[src/rtl/nss_pkg.sv]
// nss_pkg: shared state encoding and constants for the nibble-serial subtractor.
package nss_pkg;
    typedef enum logic [1:0] {IDLE, RUN, DONE} nss_state_t;
    localparam int NIB_W = 4;
    localparam logic RST_DIFF = '0;
endpackage

[src/rtl/nss_nibble_add.sv]
// nss_nibble_add: 4-bit carry-lookahead adder, one nibble step of the serial subtractor.
module nss_nibble_add (
    input  logic [3:0] a,
    input  logic [3:0] b,
    input  logic       ci,
    output logic [3:0] s,
    output logic       co
);
    logic [3:0] w_g, w_p, w_c;
    assign w_g = a & b;
    assign w_p = a ^ b;
    assign w_c[0] = ci;
    assign w_c[1] = w_g[0] | (w_p[0] & ci);
    assign w_c[2] = w_g[1] | (w_p[1] & w_g[0]) | (w_p[1] & w_p[0] & ci);
    assign w_c[3] = w_g[2] | (w_p[2] & w_g[1]) | (w_p[2] & w_p[1] & w_g[0])
                  | (w_p[2] & w_p[1] & w_p[0] & ci);
    assign co = w_g[3] | (w_p[3] & w_g[2]) | (w_p[3] & w_p[2] & w_g[1])
              | (w_p[3] & w_p[2] & w_p[1] & w_g[0]) | (&w_p & ci);
    assign s = w_p ^ w_c;
endmodule

[src/rtl/nibble_serial_sub.sv]
// nibble_serial_sub: diff = a - b, one nibble per clock, LSB first, valid/ready on both sides.
// Define NSS_SAT_EN to saturate diff on signed overflow instead of wrapping.
module nibble_serial_sub
    import nss_pkg::*;
#(
    parameter int WIDTH = 16
) (
    input  logic             clk,
    input  logic             rst_n,
    input  logic             in_valid,
    output logic             in_ready,
    input  logic [WIDTH-1:0] a,
    input  logic [WIDTH-1:0] b,
    output logic             out_valid,
    input  logic             out_ready,
    output logic [WIDTH-1:0] diff,
    output logic             borrow,
    output logic             overflow
);
    localparam int NIB = WIDTH / NIB_W;
    localparam int CW = $clog2(NIB);
    localparam logic [CW-1:0] CNT_LAST = CW'(NIB - 1);

    nss_state_t            r_state;
    logic [CW-1:0]         r_cnt;
    logic [WIDTH-1:0]      r_a, r_nb, r_diff;
    logic [WIDTH-NIB_W-1:0] r_acc;
    logic                  r_c, r_a_msb, r_nb_msb, r_borrow, r_ovf;
    logic [NIB_W-1:0]      w_s;
    logic                  w_co, w_ovf;
    logic [WIDTH-1:0]      w_raw, w_res;

    nss_nibble_add u_add (
        .a (r_a[NIB_W-1:0]),
        .b (r_nb[NIB_W-1:0]),
        .ci(r_c),
        .s (w_s),
        .co(w_co)
    );

    // Sign bits are kept aside because the operand registers are shifted away by the last step.
    assign w_raw = {w_s, r_acc};
    assign w_ovf = (r_a_msb == r_nb_msb) & (w_s[NIB_W-1] != r_a_msb);
`ifdef NSS_SAT_EN
    assign w_res = w_ovf ? {r_a_msb, {(WIDTH-1){~r_a_msb}}} : w_raw;
`else
    assign w_res = w_raw;
`endif

    always_ff @(posedge clk or negedge rst_n) begin
        if (!rst_n) begin
            r_state  <= IDLE;
            r_cnt    <= '0;
            r_a      <= '0;
            r_nb     <= '0;
            r_acc    <= '0;
            r_c      <= 1'b0;
            r_a_msb  <= 1'b0;
            r_nb_msb <= 1'b0;
            r_diff   <= {WIDTH{RST_DIFF}};
            r_borrow <= 1'b0;
            r_ovf    <= 1'b0;
        end else begin
            case (r_state)
                IDLE: if (in_valid) begin
                    r_a      <= a;
                    r_nb     <= ~b;
                    r_a_msb  <= a[WIDTH-1];
                    r_nb_msb <= ~b[WIDTH-1];
                    r_c      <= 1'b1;
                    r_cnt    <= '0;
                    r_state  <= RUN;
                end
                RUN: begin
                    r_a   <= r_a >> NIB_W;
                    r_nb  <= r_nb >> NIB_W;
                    r_acc <= w_raw[WIDTH-1:NIB_W];
                    r_c   <= w_co;
                    r_cnt <= (r_cnt == CNT_LAST) ? '0 : r_cnt + 1'b1;
                    if (r_cnt == CNT_LAST) begin
                        r_diff   <= w_res;
                        r_borrow <= ~w_co;
                        r_ovf    <= w_ovf;
                        r_state  <= DONE;
                    end
                end
                DONE: if (out_ready) r_state <= IDLE;
                default: r_state <= IDLE;
            endcase
        end
    end

    assign in_ready  = (r_state == IDLE);
    assign out_valid = (r_state == DONE);
    assign diff      = r_diff;
    assign borrow    = r_borrow;
    assign overflow  = r_ovf;
endmodule
[config.mk]
export PLATFORM = sky130hd
export DESIGN_NAME = nibble_serial_sub
export DESIGN_NICKNAME = d
export VERILOG_FILES = /design/src/rtl/nss_pkg.sv /design/src/rtl/nss_nibble_add.sv /design/src/rtl/nibble_serial_sub.sv
export SDC_FILE = /design/constraint.sdc
export NUM_CORES = 1
export LEC_CHECK = 0
export BUFFER_PORTS_ARGS = -buffer_cell sky130_fd_sc_hd__buf_2
export CORE_ASPECT_RATIO = 1.4
export CORE_MARGIN = 5
export CORE_UTILIZATION = 50
export DETAILED_ROUTE_END_ITERATION = 7
export PLACE_DENSITY = 0.7
export SLEW_MARGIN = 10
export SYNTH_ARGS = -nofsm -noshare
export SYNTH_HDL_FRONTEND = slang
export SYNTH_SLANG_ARGS = --single-unit
[constraint.sdc]
create_clock -name clk -period 1.77 [get_ports clk]
set_input_delay 0.0885 -clock clk [delete_from_list [all_inputs] [get_ports clk]]
set_output_delay 0.0885 -clock clk [all_outputs]
set_load 0.01 [all_outputs]
==> out/metrics.cfg, run 1 <==
[run_status]
status=complete, no violations

[yosys]
synth_area_leaders=dfrtp_1 (56%), mux2_2 (7.7%), nand2_1 (6.8%)
synth_fp_nets=318
async_flop_share=1.00
synth_warnings=0
ys_top_cells_by_count=dfrtp_1 (69), nand2_1 (55), mux2_2 (21), o21ai_0 (17), nor2_1 (16)
synth-seq-cells=69
synth_area_per_cell_um2=11.1
synth.most_common_cell=dfrtp_1
postSynthCellCount=276
synth_edf_count=0
mappedNetlistArea_um2=3060
synth-main-ff-cell=dfrtp_1
synth_top_area_frac=0.565
synth.distinct_cells=31
synth_top_area_cell=dfrtp_1
ys_seq_area_frac=0.565

[clock_network]
numCtsBuffers=9
clockBufferDepth=2
path_clk_slew_ps=70
post-cts-setup-buffer-count=0
tritoncts=yes
clkSinkCount=69
clk_latency_ps=330
cts_max_level=3
root_buffer=clkbuf_8

[route]
dr.pass1.iters=4
drc=0
vias=2203
antenna_left=0
avgViaCountPerCell=5.27
drtIter0Drc=38
wl_per_cell_um=13.7
wirelength_mm=5.72

[grt]
grt_pass1_vias=2165
antenna_found_initial=0
gr-usage-all-layers=0.153
grt_pass1_wl_mm=9.72
overflow=0
grt_max_degree=70

[sta]
clock_skew_ps=6.75
tightest_slew_ps=354
max-slew-margin-rel=0.764
period_minus_slack_ps=1680
setup_tns_ps=0
hold_viol=0
slew_violations=0
setup_viol=0
rsz0062_at_grt=false
fmax_mhz=594
fin_crit_sh=0.952

[layout]
n_antenna_cell=0
final_cells=418
final_layout_size_suffix_gt1_frac=0.330
fin_nets=387
syn2layout_area_growth_pct=23.6
n_fill_cell=481

[pwr]
leakagePower_uw=0.00182
cellPowerDensity_nw_per_um2=1970
total_power_uw=7440
peakVddDrop_v=0.00102

[die]
fp.dieW_um=76.1
core_um2=5900
die_y_um=103
initial_core_util=0.518
num_rows=33
ioPinCount=56
dieArea_um2=7800

[setup_path]
path_max_fanout=4
path_delay_family=compound AO/OA/AOI/OAI gates
end_kind=flop
critPathMaxStageDelay_ps=400
worstSetupStartpointType=flop
path_cells=ha_1 -> o21ai_0 -> o21a_1 -> or3_4 -> o211ai_1
slowest_stage=dfrtp_1
r2r_start=r_nb[2]
startpoint=r_nb[2]
cp.required_ps=2010
critPathBufInv=0
critical_path_class=flop to flop
arrival_ps=1930

[placed_design]
dp_hpwl_mm=3.85
placed_cells=391
gp_congestion=0.812
io_buffers=55

[min_path]
holdCritPathClass=input pin to flop
hp-start=a[7]

[run]
cap_violations=0

==> logic make-up (layout without fill, tap and decap cells) <==
logic type / after synthesis / count (layout) / share of synthesized area
flops: 69 / 69 / 0.565
xor+xnor: 2 / 2 / 0.00573
buf+inv: 23 / 95 / 0.0413
simple gates: 91 / 91 / 0.130
compound gates: 64 / 64 / 0.153
mux: 21 / 21 / 0.0774
fa+ha+maj: 6 / 6 / 0.0270
==> registers in the layout, indices dropped and copies added, names as in the netlist <==
name / cells
borrow: 1
diff: 16
overflow: 1
r_a: 16
r_a_msb: 1
r_acc: 12
r_c: 1
r_cnt: 2
r_nb: 16
r_nb_msb: 1
r_state: 2
==> where the power goes <==
group / total (µW) / leakage, µW / switching [µW] / internal (µW)
Clock: 1270 / 0.000102 / 521 / 752
Sequential: 2810 / 0.000843 / 432 / 2380
Combinational: 3350 / 0.000879 / 1740 / 1620
==> tightest hold or removal path, cell delays in order <==
cell and delay, ps:
buf_2 100, nand2_1 50, a31oi_1 70
==> path summary, 6_finish.rpt <==
path / to / slack [ps] / depth (start not counted)
worst max-delay path: overflow / 90 / 5
worst min-delay path: r_a[7] / 20 / 3
worst max register to register: overflow / 90 / 5
min in group asynchronous: diff[4] / 310 / 3
worst min register to register: r_nb[1] / 490 / 1
max in group asynchronous: r_nb[1] / 1180 / 3
==> what timing repair did <==
item	CTS	global route
gates resized for setup	0	1
endpoints found under the hold margin	83	0
endpoints found under the setup margin	0	1
hold buffers	13	0
==> cell usage in the layout (no fill, tap or decap), types with 2 or more instances in the layout <==
master         netlist  routed
a21oi_1              4       4
a31oi_1             11      11
buf_12               0       5
buf_2                8      55
buf_4                0       3
clkbuf_8             0      12
dfrtp_1             69      69
dlygate4sd3_1        0      13
ha_1                 5       4
inv_1                5       5
mux2_2              21      21
nand2_1             55      55
nand3_1             10      10
nor2_1              16      16
o211ai_2            12      12
o21a_1              13      13
o21ai_0             17      17
o21ai_1              2       2
o31ai_1              2       2
xor2_1               2       2
==> metal layers <==
layer	vias up	wire length (µm)	track usage
li1	1091	-	-
met1	1058	2460	0.184
met2	44	2910	0.268
met3	10	270	0.0411
met4	0	83	0.0525
met5	-	0	0
==> metrics by stage <==
step	utilization	area (µm²)	setup slack [ps]	hold WS, ps
global route	0.640	3780	3.13	18.0
finish	0.640	3780	85.5	21.1
detailed placement	0.582	3440	58.4	140
global placement	0.582	3440	109	139
CTS	0.638	3770	44.7	8.81
floorplan	-	3060	133	-207
==> cell type report <==
class | instances | area [µm²] | area share
flip-flops and latches | 69 | 1730 | 0.457
multi-input cells | 184 | 1220 | 0.323
repair buffers | 76 | 528 | 0.140
clock buffers | 13 | 169 | 0.0447
well taps | 70 | 87.6 | 0.0232
clock inverters | 1 | 30.0 | 0.00795
inverters | 5 | 18.8 | 0.00497
Power figures use the tool's default switching activity.
==> inputs of run 2 (changes only) <==
--- a/config.mk
+++ b/config.mk
@@ -5,6 +5,7 @@
 export SDC_FILE = /design/constraint.sdc
 export NUM_CORES = 1
 export LEC_CHECK = 0
+export ABC_AREA = 1
 export BUFFER_PORTS_ARGS = -buffer_cell sky130_fd_sc_hd__buf_2
 export CORE_ASPECT_RATIO = 1.4
 export CORE_MARGIN = 5
==> constraint.sdc (replaced) <==
create_clock -name clk -period 1.9 [get_ports clk]
set_input_delay 0.095 -clock clk [delete_from_list [all_inputs] [get_ports clk]]
set_output_delay 0.095 -clock clk [all_outputs]
set_load 0.01 [all_outputs]
==> run 2 against run 1 <==
  * Flip-flop and latch count is the same
  * Synthesized cell count grew 21%
  * Worst setup slack gained 200 ps
  * Combinational power shrank 5%
  * Highest routed layer unchanged
  * Power shrank 5.2%
  * Largest cell class unchanged
==> out/metrics.cfg, run 2 <==
[yosys]
ys_top_cells_by_count=nand2_1 (112), dfrtp_1 (69), o21ai_0 (35), inv_1 (26)
postSynthCellCount=334
synth.most_common_cell=nand2_1
synth_warnings=0
synth_area_per_cell_um2=9.30
synth_area_leaders=dfrtp_1 (56%), nand2_1 (14%), o21ai_0 (5.6%)
async_flop_share=1.00
synth-main-ff-cell=dfrtp_1
synth-seq-cells=69
synth_top_area_frac=0.556
synth_fp_nets=376
synth.distinct_cells=31
synth_edf_count=0
ys_seq_area_frac=0.556
mappedNetlistArea_um2=3110
synth_top_area_cell=dfrtp_1

[run]
cap_violations=0

[clock_network]
clockBufferDepth=2
root_buffer=clkbuf_8
cts_max_level=3
tritoncts=yes
clkSinkCount=69
post_cts_resized=0
path_clk_slew_ps=70
clk_latency_ps=340
numCtsBuffers=9

[die]
ioPinCount=56
fp.dieW_um=76.6
initial_core_util=0.507
num_rows=34
die_y_um=103
core_um2=6130
dieArea_um2=7910

[route]
drtIter0Drc=124
antenna_left=0
dr.pass1.iters=4
vias=2396
wl_per_cell_um=13.4
drc=0
wirelength_mm=6.43
avgViaCountPerCell=4.99

[pwr]
leakagePower_uw=0.00197
peakVddDrop_v=0.000888
cellPowerDensity_nw_per_um2=1880

[placed_design]
gp_congestion=0.800
io_buffers=55
placed_cells=455
dp_hpwl_mm=4.55
place_area_um2=3440

[grt]
antenna_found_initial=0
overflow=0
gr-usage-all-layers=0.180
grt_pass1_vias=2446
grt_max_degree=29
grt_pass1_wl_mm=11.3

[sta]
hold_viol=0
max-slew-margin-rel=0.596
slew_violations=0
clock_skew_ps=7.32
setup_tns_ps=0
tightest_slew_ps=606
fin_crit_sh=0.849
rsz0062_at_grt=false
period_minus_slack_ps=1610
fmax_mhz=620
setup_viol=0

[layout]
fin_nets=445
final_layout_size_suffix_gt1_frac=0.248
stdcell_area_um2=3750
final_cells=480
n_antenna_cell=0
final_common_cell=nand2_1
syn2layout_area_growth_pct=20.9
layout_common_cells=nand2_1 (112), dfrtp_1 (69), buf_2 (55), o21ai_0 (35), inv_1 (26)
n_fill_cell=542

[setup_path]
cp.required_ps=2130
critical_path_class=flop to flop
arrival_ps=1850
end_kind=flop
path_max_fanout=4
worstSetupStartpointType=flop
r2r_cells=8

[min_path]
min_path_cells=3
holdCritPathClass=input pin to flop

[run_status]
status=complete, no violations

## run 2: cell types whose count changed in the layout (fill, tap and decap cells not counted), moves of 7 or more
cell	previous run	this run
mux2_2	21	0
o21ai_0	17	35
inv_1	5	26
o211ai_2	12	0
nand2_1	55	112
a31oi_1	11	0
o21ai_2	0	7
o21a_1	13	0
nor3_1	1	8
## run 2: layer usage
layer	up-vias	GRT usage	wire length, µm
met5	-	0	0
met4	0	0.0848	170
met3	12	0.0442	286
met2	55	0.308	3190
met1	1115	0.216	2780
li1	1214	-	-
## run 2: repair_timing
item / 4_1_cts / 5_1_grt
buffers inserted: 0 / 0
endpoints found under the setup margin: 0 / 0
hold endpoints to repair: 34 / 0
hold buffers: 9 / 0
## run 2: final cells by class
| type | instances | area [µm²] | share of cell area |
|---|---|---|---|
| Sequential cell | 69 | 1730 | 0.460 |
| Multi-Input combinational cell | 220 | 1160 | 0.310 |
| Timing Repair Buffer | 73 | 433 | 0.115 |
| Clock buffer | 12 | 155 | 0.0413 |
| Inverter | 30 | 118 | 0.0313 |
| Tap cell | 72 | 90.1 | 0.0240 |
| Clock inverter | 4 | 70.1 | 0.0187 |
## run 2: path summary, 6_finish.rpt
check	end	slack (ps)	startpoint
max in group asynchronous	r_acc[7]	880	rst_n
max reg2reg	r_c	290	r_a[2]
min in group asynchronous	diff[3]	290	rst_n
min	r_nb[15]	20	b[15]
min reg2reg	diff[1]	470	diff[1]
max	r_c	290	r_a[2]
## run 2: metrics by stage
step	setup WS [ps]	power (µW)	hold slack, ps	utilization
after global placement	337	5630	133	0.561
after CTS	275	7140	7.62	0.613
after global routing	93.4	7710	26.6	0.613
final	286	7050	15.5	0.613
after detailed placement	286	5750	141	0.561
after floorplan	393	4940	-201	-
## run 2: cell families after synthesis
| logic type | Yosys count | synth area share |
|---|---|---|
| flip-flops | 69 | 0.556 |
| AO/OA/AOI/OAI | 61 | 0.131 |
| AND/OR/NAND/NOR | 151 | 0.212 |
| adder cells (fa/ha/maj) | 6 | 0.0266 |
| buffers and inverters | 45 | 0.0697 |
| XOR/XNOR | 2 | 0.00564 |
## run 2: critical path: stages, from the launching register on
cell and delay, ps:
dfrtp_1 390, ha_1 330, or2_2 280, nand2_1 100, nand2_1 80, nand2_1 110
nand2_1 80, nor2_1 80, a21oi_1 40
## run 2: where the power goes
part / switching [µW] / total [µW] / internal, µW
sequential: 354 / 2530 / 2180
combinational: 1970 / 3180 / 1210
clock: 534 / 1340 / 807
